[config.mk]
export PLATFORM = sky130hd
export DESIGN_NAME = dspl_mux_drv
export DESIGN_NICKNAME = d
export VERILOG_FILES = /design/src/rtl/dspl_mux_drv.sv
export SDC_FILE = /design/constraint.sdc
export NUM_CORES = 1
export LEC_CHECK = 0
export BUFFER_PORTS_ARGS = -buffer_cell sky130_fd_sc_hd__buf_2
export CORE_MARGIN = 2
export CORE_UTILIZATION = 62
export DETAILED_ROUTE_END_ITERATION = 10
export PLACE_DENSITY = 0.82
export SLEW_MARGIN = 10
export SYNTH_ARGS = -nofsm -noshare
export SYNTH_HDL_FRONTEND = slang
export SYNTH_SLANG_ARGS = --single-unit
[constraint.sdc]
create_clock -name clock -period 9.77 [get_ports clock]
set_input_delay 2.931 -clock clock [delete_from_list [all_inputs] [get_ports clock]]
set_output_delay 2.931 -clock clock [all_outputs]
set_load 0.01 [all_outputs]
[src/rtl/dspl_mux_drv.sv]
`default_nettype none
// ============================================================================
// Module      : dspl_mux_drv
// Description : Time-multiplexed 7-segment driver with tear-free double-
//               buffered digit fields. Optional DSPL_BLINK_EN adds a per-digit
//               blink mask gated by a frame-counted blink phase.
// Revision    : 1.0 - initial release
// ============================================================================
module dspl_mux_drv #(
    parameter int NUM_DIGITS   = 8,
    parameter int REFRESH_DIV  = 100000,
    parameter int BLINK_FRAMES = 64
) (
    input  logic                    clock,
    input  logic                    reset,
    input  logic [6*NUM_DIGITS-1:0] digits_i,
    input  logic                    load_i,
`ifdef DSPL_BLINK_EN
    input  logic [NUM_DIGITS-1:0]   blink_i,
`endif
    output logic [NUM_DIGITS-1:0]   an,
    output logic [7:0]              dec_cat,
    output logic                    frame_tick
);

    localparam int c_DIV_W = (REFRESH_DIV > 1) ? $clog2(REFRESH_DIV) : 1;
    localparam int c_IDX_W = (NUM_DIGITS > 1) ? $clog2(NUM_DIGITS) : 1;

    logic [c_DIV_W-1:0]      r_div_cnt;
    logic [c_IDX_W-1:0]      r_idx;
    logic [6*NUM_DIGITS-1:0] r_shadow;
    logic [6*NUM_DIGITS-1:0] r_active;
    logic                    r_pending;
    logic [NUM_DIGITS-1:0]   r_an;
    logic [7:0]              r_dec_cat;
    logic                    r_frame_tick;

    logic                    w_div_tc;
    logic                    w_wrap;
    logic [5:0]              w_fields [NUM_DIGITS];
    logic [5:0]              w_field;
    logic [6:0]              w_seg;
    logic [NUM_DIGITS-1:0]   w_an_sel;
    logic                    w_blank;

    assign w_div_tc = (r_div_cnt == c_DIV_W'(REFRESH_DIV - 1));
    assign w_wrap   = w_div_tc && (r_idx == c_IDX_W'(NUM_DIGITS - 1));

    // Scan timing: digit hold counter and digit index
    always_ff @(posedge clock or posedge reset) begin
        if (reset) begin
            r_div_cnt <= '0;
            r_idx     <= '0;
        end else if (w_div_tc) begin
            r_div_cnt <= '0;
            r_idx     <= w_wrap ? '0 : r_idx + c_IDX_W'(1);
        end else begin
            r_div_cnt <= r_div_cnt + c_DIV_W'(1);
        end
    end

    // A load on the wrap edge itself still commits the older shadow first;
    // the fresh value stays pending for the following frame.
    always_ff @(posedge clock or posedge reset) begin
        if (reset) begin
            r_shadow  <= '0;
            r_active  <= '0;
            r_pending <= 1'b0;
        end else begin
            if (load_i) begin
                r_shadow <= digits_i;
            end
            if (w_wrap && r_pending) begin
                r_active <= r_shadow;
            end
            if (load_i) begin
                r_pending <= 1'b1;
            end else if (w_wrap) begin
                r_pending <= 1'b0;
            end
        end
    end

    generate
        for (genvar k = 0; k < NUM_DIGITS; k++) begin : g_field
            assign w_fields[k] = r_active[6*k +: 6];
        end
    endgenerate

    assign w_field  = w_fields[r_idx];
    assign w_an_sel = ~(NUM_DIGITS'(1) << r_idx);

    // Active-high {a,b,c,d,e,f,g}
    always_comb begin
        w_seg = 7'h00;
        case (w_field[4:1])
            4'h0: w_seg = 7'h7E;
            4'h1: w_seg = 7'h30;
            4'h2: w_seg = 7'h6D;
            4'h3: w_seg = 7'h79;
            4'h4: w_seg = 7'h33;
            4'h5: w_seg = 7'h5B;
            4'h6: w_seg = 7'h5F;
            4'h7: w_seg = 7'h70;
            4'h8: w_seg = 7'h7F;
            4'h9: w_seg = 7'h7B;
            4'hA: w_seg = 7'h77;
            4'hB: w_seg = 7'h1F;
            4'hC: w_seg = 7'h4E;
            4'hD: w_seg = 7'h3D;
            4'hE: w_seg = 7'h4F;
            default: w_seg = 7'h47;
        endcase
    end

`ifdef DSPL_BLINK_EN
    localparam int c_BF_W = (BLINK_FRAMES > 1) ? $clog2(BLINK_FRAMES) : 1;

    logic [c_BF_W-1:0] r_frm_cnt;
    logic              r_phase;

    always_ff @(posedge clock or posedge reset) begin
        if (reset) begin
            r_frm_cnt <= '0;
            r_phase   <= 1'b0;
        end else if (w_wrap) begin
            if (r_frm_cnt == c_BF_W'(BLINK_FRAMES - 1)) begin
                r_frm_cnt <= '0;
                r_phase   <= ~r_phase;
            end else begin
                r_frm_cnt <= r_frm_cnt + c_BF_W'(1);
            end
        end
    end

    // Mask is sampled live so blinking can be changed without a reload
    assign w_blank = r_phase & blink_i[r_idx];
`else
    logic w_unused_blink_cfg;
    assign w_unused_blink_cfg = (BLINK_FRAMES > 0);
    assign w_blank            = 1'b0;
`endif

    // Anode and cathode update together on the same edge
    always_ff @(posedge clock or posedge reset) begin
        if (reset) begin
            r_an         <= '1;
            r_dec_cat    <= 8'hFF;
            r_frame_tick <= 1'b0;
        end else begin
            r_frame_tick <= w_wrap;
            if (w_field[5] && !w_blank) begin
                r_an      <= w_an_sel;
                r_dec_cat <= {~w_seg, ~w_field[0]};
            end else begin
                r_an      <= '1;
                r_dec_cat <= 8'hFF;
            end
        end
    end

    assign an         = r_an;
    assign dec_cat    = r_dec_cat;
    assign frame_tick = r_frame_tick;

endmodule
`default_nettype wire

==> insert_results.sql, run 1 <==
INSERT INTO impl_metrics (metric_group, metric, value, unit) VALUES
('status', 'status', 'finished, final reports clean', ''),
('timing', 'finalMaxSlewViolations', '0', ''),
('placed_design', 'dpl.cell_count', '571', ''),
('timing', 'finalWorstPathRequiredPeriod', '4.08', 'ns'),
('timing', 'setup_tns', '0', 'ns'),
('floorplanning', 'design.die.area', '10200', 'um^2'),
('min_path', 'min_delay_path_depth', '1', ''),
('timing', 'worst-slew-pin-transition', '1.13', 'ns'),
('timing', 'timing.max_slew.rel_slack', '24.8', '%'),
('routing', 'ant_nets', '0', ''),
('critical_path', 'timing.critical_path.fanout_max', '1', ''),
('logic_synthesis', 'ys_async_rst_share', '100', '%'),
('floorplanning', 'rows', '35', ''),
('critical_path', 'crit_cells', '1', ''),
('logic_synthesis', 'synth_sequential_area_ratio', '58.0', '%'),
('pwr', 'p_clk_share', '49.0', '%'),
('clock_network', 'clk_latency', '0.52', 'ns'),
('routing', 'average_vias_per_placed_instance', '5.72', ''),
('critical_path', 'worst-setup-path-type', 'reg2out', ''),
('global_route', 'antenna_found_initial', '0', ''),
('logic_synthesis', 'yosys_warnings', '0', ''),
('finish', 'insertedDiodeCount', '0', ''),
('pwr', 'worst_ir_drop_vdd', '0.137', 'mV'),
('clock_network', 'cts.htree.levels', '4', ''),
('critical_path', 'critical_path_slowest_stage_cell', 'sky130_fd_sc_hd__dfstp_2', ''),
('timing', 'finalSetupViolCount', '0', ''),
('global_route', 'first_global_vias', '3715', ''),
('clock_network', 'cts_buffers', '17', ''),
('clock_network', 'cts_hold_buf', '0', ''),
('pwr', 'switching_power', '0.000296', 'W'),
('finish', 'layout-area-overhead-vs-synth', '16.2', '%'),
('clock_network', 'post_cts_resized', '0', ''),
('clock_network', 'worst_setup_hold_path_clk_slew', '0.06', 'ns'),
('critical_path', 'timing.reg2reg.worst_path_depth', '6', ''),
('routing', 'via_count', '3452', ''),
('critical_path', 'critPathRequiredTime', '6.84', 'ns'),
('placed_design', 'portBuffers', '67', ''),
('finish', 'final_layout_net_count', '543', ''),
('logic_synthesis', 'synthFlopType', 'sky130_fd_sc_hd__dfrtp_1', ''),
('floorplanning', 'io-pin-count', '68', ''),
('routing', 'drt-total-wl', '10.9', 'mm'),
('pwr', 'share_seq_of_total_power', '47.2', '%'),
('finish', 'post_layout_nonfiller_instances', '603', ''),
('logic_synthesis', 'synth.avg_cell_area', '14.3', 'um^2'),
('routing', 'drt-wirelength-per-cell', '18.1', 'um'),
('pwr', 'combinationalPowerShare', '3.8', '%'),
('routing', 'drtPass1Iterations', '4', ''),
('logic_synthesis', 'mappedNetlistNets', '471', ''),
('placed_design', 'routabilityCongestion', '0.859', ''),
('finish', 'final_layout_size_suffix_gt1_share', '44.1', '%'),
('pwr', 'p_sw_share', '23.8', '%'),
('clock_network', 'cts_tree', 'yes', ''),
('pwr', 'p_leak', '3.17', 'nW'),
('logic_synthesis', 'synth-edff-count', '0', ''),
('clock_network', 'cts_post_setup_buffers_inserted', '0', ''),
('critical_path', 'cp.buffers_inverters', '1', ''),
('floorplanning', 'die_y', '101', 'um'),
('pwr', 'cell_internal_pwr', '0.000949', 'W'),
('critical_path', 'crit_family', 'flip-flops', ''),
('clock_network', 'cts.path.max_buffers', '2', ''),
('critical_path', 'endpoint_kind_of_the_worst_setup_timing_path', 'output pin', ''),
('global_route', 'grt_overflow', '0', ''),
('logic_synthesis', 'number_of_synthesized_register_bits', '134', ''),
('pwr', 'power_density', '184', 'nW/um^2'),
('logic_synthesis', 'netlist_instances', '407', ''),
('flow_run', 'max-cap-violations', '0', ''),
('critical_path', 'worstPathCellList', 'buf_2', ''),
('floorplanning', 'standard_cell_core_area', '9150', 'um^2'),
('global_route', 'globalRouteTotalUtil', '23.5', '%'),
('timing', 'clock-skew-final', '0.0122', 'ns'),
('timing', 'post_route_fraction_of_the_period_consumed_by_the_critical_path', '41.8', '%');
## layout by cell type, fill, tap and decap left out, types with 3 or more instances in the layout
cell type / instances
sky130_fd_sc_hd__inv_8: 4
sky130_fd_sc_hd__nor2_1: 20
sky130_fd_sc_hd__ha_1: 13
sky130_fd_sc_hd__nand3_1: 8
sky130_fd_sc_hd__o21ai_0: 5
sky130_fd_sc_hd__a31oi_1: 3
sky130_fd_sc_hd__clkbuf_16: 16
sky130_fd_sc_hd__mux2_2: 83
sky130_fd_sc_hd__inv_6: 5
sky130_fd_sc_hd__nand2_1: 24
sky130_fd_sc_hd__dfstp_2: 16
sky130_fd_sc_hd__xor2_1: 6
sky130_fd_sc_hd__nor3_1: 8
sky130_fd_sc_hd__xnor2_1: 9
sky130_fd_sc_hd__and3_1: 4
sky130_fd_sc_hd__mux4_2: 8
sky130_fd_sc_hd__dfrtp_1: 118
sky130_fd_sc_hd__a21oi_1: 3
sky130_fd_sc_hd__mux2i_1: 6
sky130_fd_sc_hd__buf_2: 67
sky130_fd_sc_hd__clkinvlp_4: 3
sky130_fd_sc_hd__mux2_1: 20
sky130_fd_sc_hd__inv_1: 8
## worst reg2reg max path, stage by stage (launching register included)
cell,delay [ns]
sky130_fd_sc_hd__dfrtp_1,0.40
sky130_fd_sc_hd__ha_1,0.22
sky130_fd_sc_hd__and4_4,0.28
sky130_fd_sc_hd__nand2_2,0.09
sky130_fd_sc_hd__nor3_4,0.52
sky130_fd_sc_hd__and3_4,0.72
sky130_fd_sc_hd__mux2_2,0.46
## metal layers
| metal | share of wire (%) | GRT usage (%) | routed length (um) | vias to the layer above |
|---|---|---|---|---|
| li1 | - | - | - | 1591 |
| met1 | 43 | 29.4 | 4670 | 1744 |
| met2 | 51 | 38.4 | 5530 | 99 |
| met3 | 4.4 | 6.80 | 475 | 18 |
| met4 | 1.9 | 10.4 | 210 | 0 |
| met5 | 0 | 0 | 0 | - |
## layout make-up
| type | instances | area, um^2 |
|---|---|---|
| clock buffers | 17 | 414 |
| fillers | 571 | 2390 |
| well taps | 111 | 139 |
| multi-input cells | 247 | 2280 |
| flip-flops and latches | 134 | 3370 |
| clock inverters | 15 | 159 |
| inverters | 10 | 40.0 |
| repair buffers | 69 | 350 |
## through the flow
step	cell area [um^2]	hold slack (ns)	setup slack [ns]	power [W]	util [%]
after global routing	6760	0.498	5.48	0.00129	73.8
after detailed placement	6190	0.471	5.21	0.000645	67.6
final	6760	0.487	5.69	0.00124	73.8
after CTS	6760	0.487	5.66	0.00126	73.8
after floorplan	5820	0.449	3.28	0.000623	-
after global placement	6190	0.459	5.27	0.000641	67.6
## cells by family (layout without fill, tap and decap cells)
group,count (synthesis),count (layout),synth area share [%]
compound gates,24,24,2.86
fa+ha+maj,13,13,2.80
buf+inv,26,111,2.75
simple gates,76,76,6.43
flops,134,134,58.0
mux,119,119,24.9
xor+xnor,15,15,2.26
## flip-flops by register name (all words and copies together), names as in the netlist
register,flops
r_pending,1
dec_cat,8
frame_tick,1
r_idx,3
an,8
r_active,48
r_div_cnt,17
r_shadow,48
## cell usage after synthesis (3+ instances only)
cell type                 count  area [um^2]
sky130_fd_sc_hd__a21oi_1      3         15.0
sky130_fd_sc_hd__a31oi_1      3         18.8
sky130_fd_sc_hd__and3_1       4         25.0
sky130_fd_sc_hd__buf_1        4         15.0
sky130_fd_sc_hd__buf_6        4         45.0
sky130_fd_sc_hd__dfrtp_1    118         2950
sky130_fd_sc_hd__dfstp_2     16          420
sky130_fd_sc_hd__ha_1        13          163
sky130_fd_sc_hd__inv_1        9         33.8
sky130_fd_sc_hd__mux2_1      20          225
sky130_fd_sc_hd__mux2_2      83          935
sky130_fd_sc_hd__mux2i_1      6         60.1
sky130_fd_sc_hd__mux4_2       8          180
sky130_fd_sc_hd__nand2_1     24         90.1
sky130_fd_sc_hd__nand3_1      8         40.0
sky130_fd_sc_hd__nor2_1      20         75.1
sky130_fd_sc_hd__nor3_1       8         40.0
sky130_fd_sc_hd__o21ai_0      5         25.0
sky130_fd_sc_hd__xnor2_1      9         78.8
sky130_fd_sc_hd__xor2_1       6         52.6
## worst paths after layout
kind / start / end / slack (ns)
max in group asynchronous: reset / r_active[11] / 5.81
min: r_active[3] / r_active[3] / 0.49
min reg2reg: r_active[3] / r_active[3] / 0.49
min in group asynchronous: reset / r_shadow[0] / 2.50
max: dec_cat[0] / dec_cat[0] / 5.69
max reg2reg: r_div_cnt[0] / r_active[25] / 6.96
## power groups by stage
stage	combinational [W]	sequential [W]	clock, W
floorplan	0.0000319	0.000591	0
global placement	0.0000457	0.000595	0
detailed placement	0.0000481	0.000597	0
CTS	0.0000485	0.000587	0.000620
global route	0.0000531	0.000589	0.000645
finish	0.0000472	0.000587	0.000610
No activity file was read; power rests on OpenSTA's default activity.
==> run 2: changes to the inputs <==
CORE_UTILIZATION = 58   (was 62)
PLACE_DENSITY = 0.77   (was 0.82)
clock period = 3.9 ns   (was 9.77 ns; I/O delays follow)
==> run 2 against run 1 <==
Combinational power grew 150%. Hold slack lost 0.0051 ns. Sequential cell count is the same. Critical path depth grew 6. Critical path type is now reg2reg. Critical endpoint is now dec_cat[4]. Largest cell class unchanged.
==> insert_results.sql, run 2 (synthesized netlist as in run 1, its figures left out) <==
INSERT INTO impl_metrics (metric_group, metric, value, unit) VALUES
('status', 'status', 'finished, final reports clean', ''),
('clock_network', 'cts.path.max_buffers', '2', ''),
('finish', 'insertedDiodeCount', '0', ''),
('routing', 'drt-total-wl', '10.2', 'mm'),
('global_route', 'grt_overflow', '0', ''),
('routing', 'detailedRoute.firstIterationViolations', '147', ''),
('pwr', 'worst_ir_drop_vdd', '0.416', 'mV'),
('placed_design', 'dpl-instance-area', '6230', 'um^2'),
('clock_network', 'cts_buffers', '17', ''),
('finish', 'final_layout_size_suffix_gt1_share', '43.9', '%'),
('floorplanning', 'start_util', '59.5', '%'),
('critical_path', 'slowest_delay', '0.71', 'ns'),
('flow_run', 'max-cap-violations', '0', ''),
('critical_path', 'critPathRequiredTime', '4.31', 'ns'),
('routing', 'average_vias_per_placed_instance', '5.42', ''),
('critical_path', 'critical_path.startpoint_type', 'register', ''),
('timing', 'post_route_fraction_of_the_period_consumed_by_the_critical_path', '73.9', '%'),
('placed_design', 'place_hpwl', '6.83', 'mm'),
('global_route', 'grt_first_pass_wirelength', '17.4', 'mm'),
('min_path', 'classification_of_the_worst_slack_hold_path', 'reg2reg', ''),
('global_route', 'grt_start_max_net_pins', '72', ''),
('routing', 'drt-wirelength-per-cell', '16.3', 'um'),
('finish', 'layout-area-overhead-vs-synth', '17.1', '%'),
('finish', 'final_common_cell', 'sky130_fd_sc_hd__dfrtp_1', ''),
('timing', 'max_freq', '0.347', 'GHz'),
('global_route', 'first_global_vias', '3498', ''),
('critical_path', 'worst-setup-path-type', 'reg2reg', ''),
('clock_network', 'cts.htree.levels', '4', ''),
('pwr', 'p_leak', '3.18', 'nW'),
('critical_path', 'endpoint_kind_of_the_worst_setup_timing_path', 'register', ''),
('finish', 'top_regs', 'r_active (48), r_shadow (48), r_div_cnt (17)', ''),
('clock_network', 'clk_latency', '0.51', 'ns'),
('clock_network', 'post_cts_resized', '0', ''),
('critical_path', 'critical_path_slowest_stage_cell', 'sky130_fd_sc_hd__dfrtp_1', ''),
('timing', 'clock-skew-final', '0.00972', 'ns'),
('routing', 'via_count', '3390', ''),
('timing', 'finalMaxSlewViolations', '0', ''),
('floorplanning', 'design.die.area', '10800', 'um^2'),
('routing', 'ant_nets', '0', ''),
('finish', 'layout_common_cells', 'sky130_fd_sc_hd__dfrtp_1, sky130_fd_sc_hd__mux2_2, sky130_fd_sc_hd__buf_2', ''),
('timing', 'finalSetupViolCount', '0', ''),
('floorplanning', 'standard_cell_core_area', '9770', 'um^2'),
('finish', 'fillers', '702', ''),
('global_route', 'globalRouteTotalUtil', '20.6', '%'),
('clock_network', 'worst_setup_hold_path_clk_slew', '0.06', 'ns'),
('timing', 'grt_setup_unrepaired', 'false', ''),
('critical_path', 'timing.critical_path.fanout_max', '10', ''),
('finish', 'final_layout_net_count', '544', ''),
('clock_network', 'cts_post_setup_buffers_inserted', '0', ''),
('critical_path', 'worstPathCellList', 'mux4_2 -> mux2i_1 -> inv_1 -> ha_1 -> and3_1 -> a2111oi_2 -> a31oi_1', ''),
('floorplanning', 'io-pin-count', '68', ''),
('clock_network', 'cts_root_buffer', 'sky130_fd_sc_hd__clkbuf_8', ''),
('routing', 'drtPass1Iterations', '4', ''),
('critical_path', 'r2r_setup_slack', '1.02', 'ns'),
('finish', 'multiInputGateArea', '2280', 'um^2'),
('floorplanning', 'dieWidth', '104', 'um'),
('timing', 'worst-slew-pin-transition', '1.09', 'ns'),
('timing', 'hold_viol_final', '0', ''),
('critical_path', 'cp_data_arrival_time', '3.29', 'ns'),
('timing', 'timing.max_slew.rel_slack', '27.6', '%'),
('clock_network', 'cts_tree', 'yes', ''),
('placed_design', 'routabilityCongestion', '0.814', ''),
('placed_design', 'portBuffers', '67', ''),
('clock_network', 'cts.sinks', '134', ''),
('finish', 'finish.instance_area', '6810', 'um^2'),
('floorplanning', 'die_y', '104', 'um'),
('global_route', 'antenna_found_initial', '0', ''),
('timing', 'finalWorstPathRequiredPeriod', '2.88', 'ns'),
('finish', 'final-seq-area', '3370', 'um^2'),
('clock_network', 'cts_hold_buf', '0', ''),
('floorplanning', 'rows', '36', ''),
('timing', 'setup_tns', '0', 'ns'),
('pwr', 'power_density', '460', 'nW/um^2'),
('routing', 'drc_errors', '0', ''),
('placed_design', 'dpl.cell_count', '594', ''),
('finish', 'post_layout_nonfiller_instances', '625', '');
## run 2: cell types whose count changed in the layout (fill, tap and decap cells not counted), sizes merged
cell / change
bufinv: +2
buf: +1
inv: -9
clkbuf: +1
clkinv: +6
clkinvlp: -1
## run 2: power breakdown
part           internal (W)  switching (W)  total (W)
registers           0.00144      0.0000283    0.00147
logic             0.0000649      0.0000535   0.000118
clock network      0.000968       0.000576    0.00154
total               0.00247       0.000658    0.00313
## run 2: final cells by class
cell class                      count  share of cell area, %
Clock buffer                       18                   6.14
Timing Repair Buffer               70                   5.44
Tap cell                          133                   2.44
Clock inverter                     13                   2.31
Inverter                           10                  0.606
Multi-Input combinational cell    247                   33.5
Sequential cell                   134                   49.5
## run 2: metrics by stage
stage	hold WS [ns]	power [W]	util, %	setup WS, ns
after floorplan	0.449	0.00156	-	1.08
after global placement	0.461	0.00161	63.8	1.13
after detailed placement	0.471	0.00162	63.8	1.02
after CTS	0.483	0.00317	69.7	0.987
after global routing	0.503	0.00324	69.7	0.782
final	0.482	0.00313	69.7	1.02
## run 2: routing by layer
layer  vias up  track usage, %  wire, um
li1       1587               -         -
met1      1707            28.2      4550
met4         0            7.05       120
met2        84            32.8      5080
met5         -               0         0
met3        12            4.95       453
## run 2: worst max-delay path: cells and delay by family, from the launching register on
family	cells	cell delay [ns]
AO/OA/AOI/OAI	2	0.38
adder cells (fa/ha/maj)	1	0.28
buffers and inverters	1	0.19
flip-flops	1	0.71
multiplexers	2	1.05
AND/OR/NAND/NOR	1	0.17
## run 2: path summary, 6_finish.rpt
| path | endpoint | depth (start not counted) | from |
|---|---|---|---|
| min | r_pending | 1 | r_pending |
| min reg2reg | r_pending | 1 | r_pending |
| min in group asynchronous | r_shadow[26] | 2 | reset |
| max in group asynchronous | r_active[41] | 3 | reset |
| max | dec_cat[4] | 7 | r_idx[0] |
| max reg2reg | dec_cat[4] | 7 | r_idx[0] |
==> run 3: changes to the inputs <==
ABC_AREA = 1   (was unset)
CORE_UTILIZATION = 53   (was 58)
PLACE_DENSITY = 0.74   (was 0.77)
clock period = 2.6 ns   (was 3.9 ns; I/O delays follow)
==> run 3 against run 2 <==
Area after synthesis rose by 2.5%. Sequential cell count did not move. Final cell count rose by 45%. Critical path depth rose by 5. Count of clock-buffer cells in the layout rose by 3.
==> insert_results.sql, run 3 <==
INSERT INTO impl_metrics (metric_group, metric, value, unit) VALUES
('timing', 'hold_viol_final', '0', ''),
('finish', 'final_common_cell', 'sky130_fd_sc_hd__nand2_1', ''),
('finish', 'layout_common_cells', 'sky130_fd_sc_hd__nand2_1, sky130_fd_sc_hd__dfrtp_1, sky130_fd_sc_hd__inv_1', ''),
('global_route', 'antenna_found_initial', '0', ''),
('logic_synthesis', 'area_share_of_the_leading_cell_type_in_the_synthesized_netlist', '49.5', '%'),
('logic_synthesis', 'synthFlopType', 'sky130_fd_sc_hd__dfrtp_1', ''),
('pwr', 'power_density', '668', 'nW/um^2'),
('placed_design', 'routabilityCongestion', '0.935', ''),
('timing', 'finalWorstPathRequiredPeriod', '2.11', 'ns'),
('routing', 'average_vias_per_placed_instance', '4.94', ''),
('critical_path', 'cp_data_arrival_time', '2.57', 'ns'),
('global_route', 'first_global_vias', '4290', ''),
('floorplanning', 'die_y', '110', 'um'),
('clock_network', 'cts_buffers', '17', ''),
('logic_synthesis', 'synth_area_leaders', 'sky130_fd_sc_hd__dfrtp_1, sky130_fd_sc_hd__nand2_1, sky130_fd_sc_hd__dfstp_2', ''),
('timing', 'finalSetupViolCount', '0', ''),
('global_route', 'grt_overflow', '0', ''),
('floorplanning', 'io-pin-count', '68', ''),
('logic_synthesis', 'synth_commonest_cells', 'sky130_fd_sc_hd__nand2_1, sky130_fd_sc_hd__dfrtp_1, sky130_fd_sc_hd__inv_1', ''),
('finish', 'final_layout_net_count', '818', ''),
('clock_network', 'post_cts_resized', '0', ''),
('pwr', 'total_power', '0.00465', 'W'),
('routing', 'route.met3.wl', '533', 'um'),
('timing', 'max_freq', '0.473', 'GHz'),
('finish', 'final_layout_size_suffix_gt1_share', '17.5', '%'),
('clock_network', 'cts_hold_buf', '0', ''),
('critical_path', 'critPathRequiredTime', '3.06', 'ns'),
('floorplanning', 'standard_cell_core_area', '10900', 'um^2'),
('routing', 'drt-wirelength-per-cell', '13.1', 'um'),
('finish', 'top_regs', 'r_active (48), r_shadow (48), r_div_cnt (17)', ''),
('finish', 'insertedDiodeCount', '0', ''),
('logic_synthesis', 'number_of_synthesized_register_bits', '134', ''),
('critical_path', 'worst-setup-path-type', 'reg2reg', ''),
('floorplanning', 'start_util', '54.7', '%'),
('placed_design', 'portBuffers', '67', ''),
('routing', 'drc_errors', '0', ''),
('timing', 'post_route_fraction_of_the_period_consumed_by_the_critical_path', '81.3', '%'),
('critical_path', 'critical_path.startpoint_type', 'register', ''),
('pwr', 'p_leak', '3.42', 'nW'),
('routing', 'routedLengthMet1', '5.37', 'mm'),
('logic_synthesis', 'synth.largest_area_cell', 'sky130_fd_sc_hd__dfrtp_1', ''),
('clock_network', 'cts_post_setup_buffers_inserted', '0', ''),
('critical_path', 'r2r_setup_slack', '0.49', 'ns'),
('logic_synthesis', 'mappedNetlistNets', '756', ''),
('logic_synthesis', 'synth.avg_cell_area', '8.61', 'um^2'),
('clock_network', 'worst_setup_hold_path_clk_slew', '0.06', 'ns'),
('timing', 'worst-slew-pin-transition', '0.726', 'ns'),
('clock_network', 'cts.htree.levels', '4', ''),
('logic_synthesis', 'syn_area', '5960', 'um^2'),
('routing', 'drt-total-wl', '11.9', 'mm'),
('clock_network', 'cts.path.max_buffers', '2', ''),
('routing', 'met2WireLength', '5.81', 'mm'),
('critical_path', 'timing.critical_path.fanout_max', '19', ''),
('floorplanning', 'design.die.area', '12100', 'um^2'),
('global_route', 'globalRouteTotalUtil', '21.7', '%'),
('pwr', 'worst_ir_drop_vdd', '0.559', 'mV'),
('finish', 'layout-area-overhead-vs-synth', '16.8', '%'),
('placed_design', 'place_hpwl', '8.11', 'mm'),
('clock_network', 'cts_tree', 'yes', ''),
('timing', 'finalMaxSlewViolations', '0', ''),
('routing', 'detailedRoute.firstIterationViolations', '314', ''),
('global_route', 'grt_start_max_net_pins', '135', ''),
('clock_network', 'clk_latency', '0.53', 'ns'),
('global_route', 'grt_first_pass_wirelength', '19.9', 'mm'),
('routing', 'highest_routed_layer', 'met4', ''),
('logic_synthesis', 'synth-edff-count', '0', ''),
('status', 'status', 'finished, final reports clean', ''),
('timing', 'grt_setup_unrepaired', 'false', ''),
('logic_synthesis', 'synth_cell_type_count', '29', ''),
('floorplanning', 'dieWidth', '110', 'um'),
('routing', 'via_count', '4482', ''),
('logic_synthesis', 'synth_sequential_area_ratio', '56.6', '%'),
('routing', 'drtPass1Iterations', '5', ''),
('logic_synthesis', 'yosys_warnings', '0', ''),
('logic_synthesis', 'ys_async_rst_share', '100', '%'),
('min_path', 'classification_of_the_worst_slack_hold_path', 'in2async', ''),
('timing', 'timing.max_slew.rel_slack', '51.6', '%'),
('logic_synthesis', 'netlist_instances', '692', ''),
('timing', 'clock-skew-final', '0.00911', 'ns'),
('floorplanning', 'rows', '38', ''),
('routing', 'ant_nets', '0', ''),
('timing', 'setup_tns', '0', 'ns'),
('critical_path', 'endpoint_kind_of_the_worst_setup_timing_path', 'register', ''),
('logic_synthesis', 'synth_most_common_cell', 'sky130_fd_sc_hd__nand2_1', ''),
('flow_run', 'max-cap-violations', '0', ''),
('clock_network', 'cts.sinks', '134', ''),
('clock_network', 'cts_root_buffer', 'sky130_fd_sc_hd__clkbuf_8', '');
==> run 3: area by class of cell <==
class                           instances  area, um^2
Timing Repair Buffer                   72         410
Tap cell                              140         175
Clock buffer                           21         449
Clock inverter                         11         125
Sequential cell                       134        3370
Multi-Input combinational cell        433        2060
Fill cell                             923        3930
Inverter                               96         364
==> run 3: worst paths after layout <==
path                                   start       endpoint  depth (start not counted)
worst max-delay path                r_idx[0]     dec_cat[4]                         12
worst min register to register  r_div_cnt[0]   r_div_cnt[0]                          1
worst max register to register      r_idx[0]     dec_cat[4]                         12
worst min-delay path                   reset  r_div_cnt[14]                          3
min in group clock              digits_i[17]   r_shadow[17]                          3
max in group asynchronous              reset    r_shadow[9]                          3
==> run 3: logic make-up (layout without fill, tap and decap cells) <==
logic type | after synthesis | count (layout) | synth area share (%)
AND/OR/NAND/NOR | 283 | 283 | 19.6
flip-flops | 134 | 134 | 56.6
AO/OA/AOI/OAI | 127 | 127 | 10.9
buffers and inverters | 125 | 200 | 8.75
adder cells (fa/ha/maj) | 13 | 13 | 2.73
XOR/XNOR | 10 | 10 | 1.47
==> run 3: routing by layer <==
| metal | GRT usage, % | vias up |
|---|---|---|
| met5 | 0 | - |
| met4 | 7.69 | 0 |
| met3 | 6.76 | 15 |
| met2 | 35.5 | 95 |
| met1 | 27.3 | 2067 |
| li1 | - | 2305 |
==> run 3: worst max-delay path: stages (launching register included) <==
cell and delay (ns):
sky130_fd_sc_hd__dfrtp_1 0.54, sky130_fd_sc_hd__buf_4 0.29, sky130_fd_sc_hd__nor2_1 0.06, sky130_fd_sc_hd__nor2_1 0.07
sky130_fd_sc_hd__o21ai_0 0.09, sky130_fd_sc_hd__nand3_1 0.10, sky130_fd_sc_hd__nand2_1 0.19, sky130_fd_sc_hd__inv_1 0.16
sky130_fd_sc_hd__ha_1 0.18, sky130_fd_sc_hd__nand3_1 0.12, sky130_fd_sc_hd__nand2_1 0.11, sky130_fd_sc_hd__nand2_1 0.05
sky130_fd_sc_hd__nand3_1 0.08
==> run 3: power by group <==
part	leakage, nW	switching [W]	total (W)	internal [W]
logic	1.44	0.000129	0.000192	0.0000629
registers	1.71	0.0000172	0.00217	0.00215
clock network	0.278	0.000873	0.00229	0.00142
total	3.42	0.00102	0.00465	0.00363
==> run 3: stage by stage <==
step,utilization (%),instance area [um^2],hold WS (ns),setup WS (ns),cells
floorplan,-,5960,0.433,0.168,692
global placement,58.7,6390,0.446,0.629,875
detailed placement,58.7,6390,0.459,0.537,875
CTS,63.9,6960,0.434,0.518,907
global route,63.9,6960,0.436,0.280,907
finish,63.9,6960,0.409,0.487,907
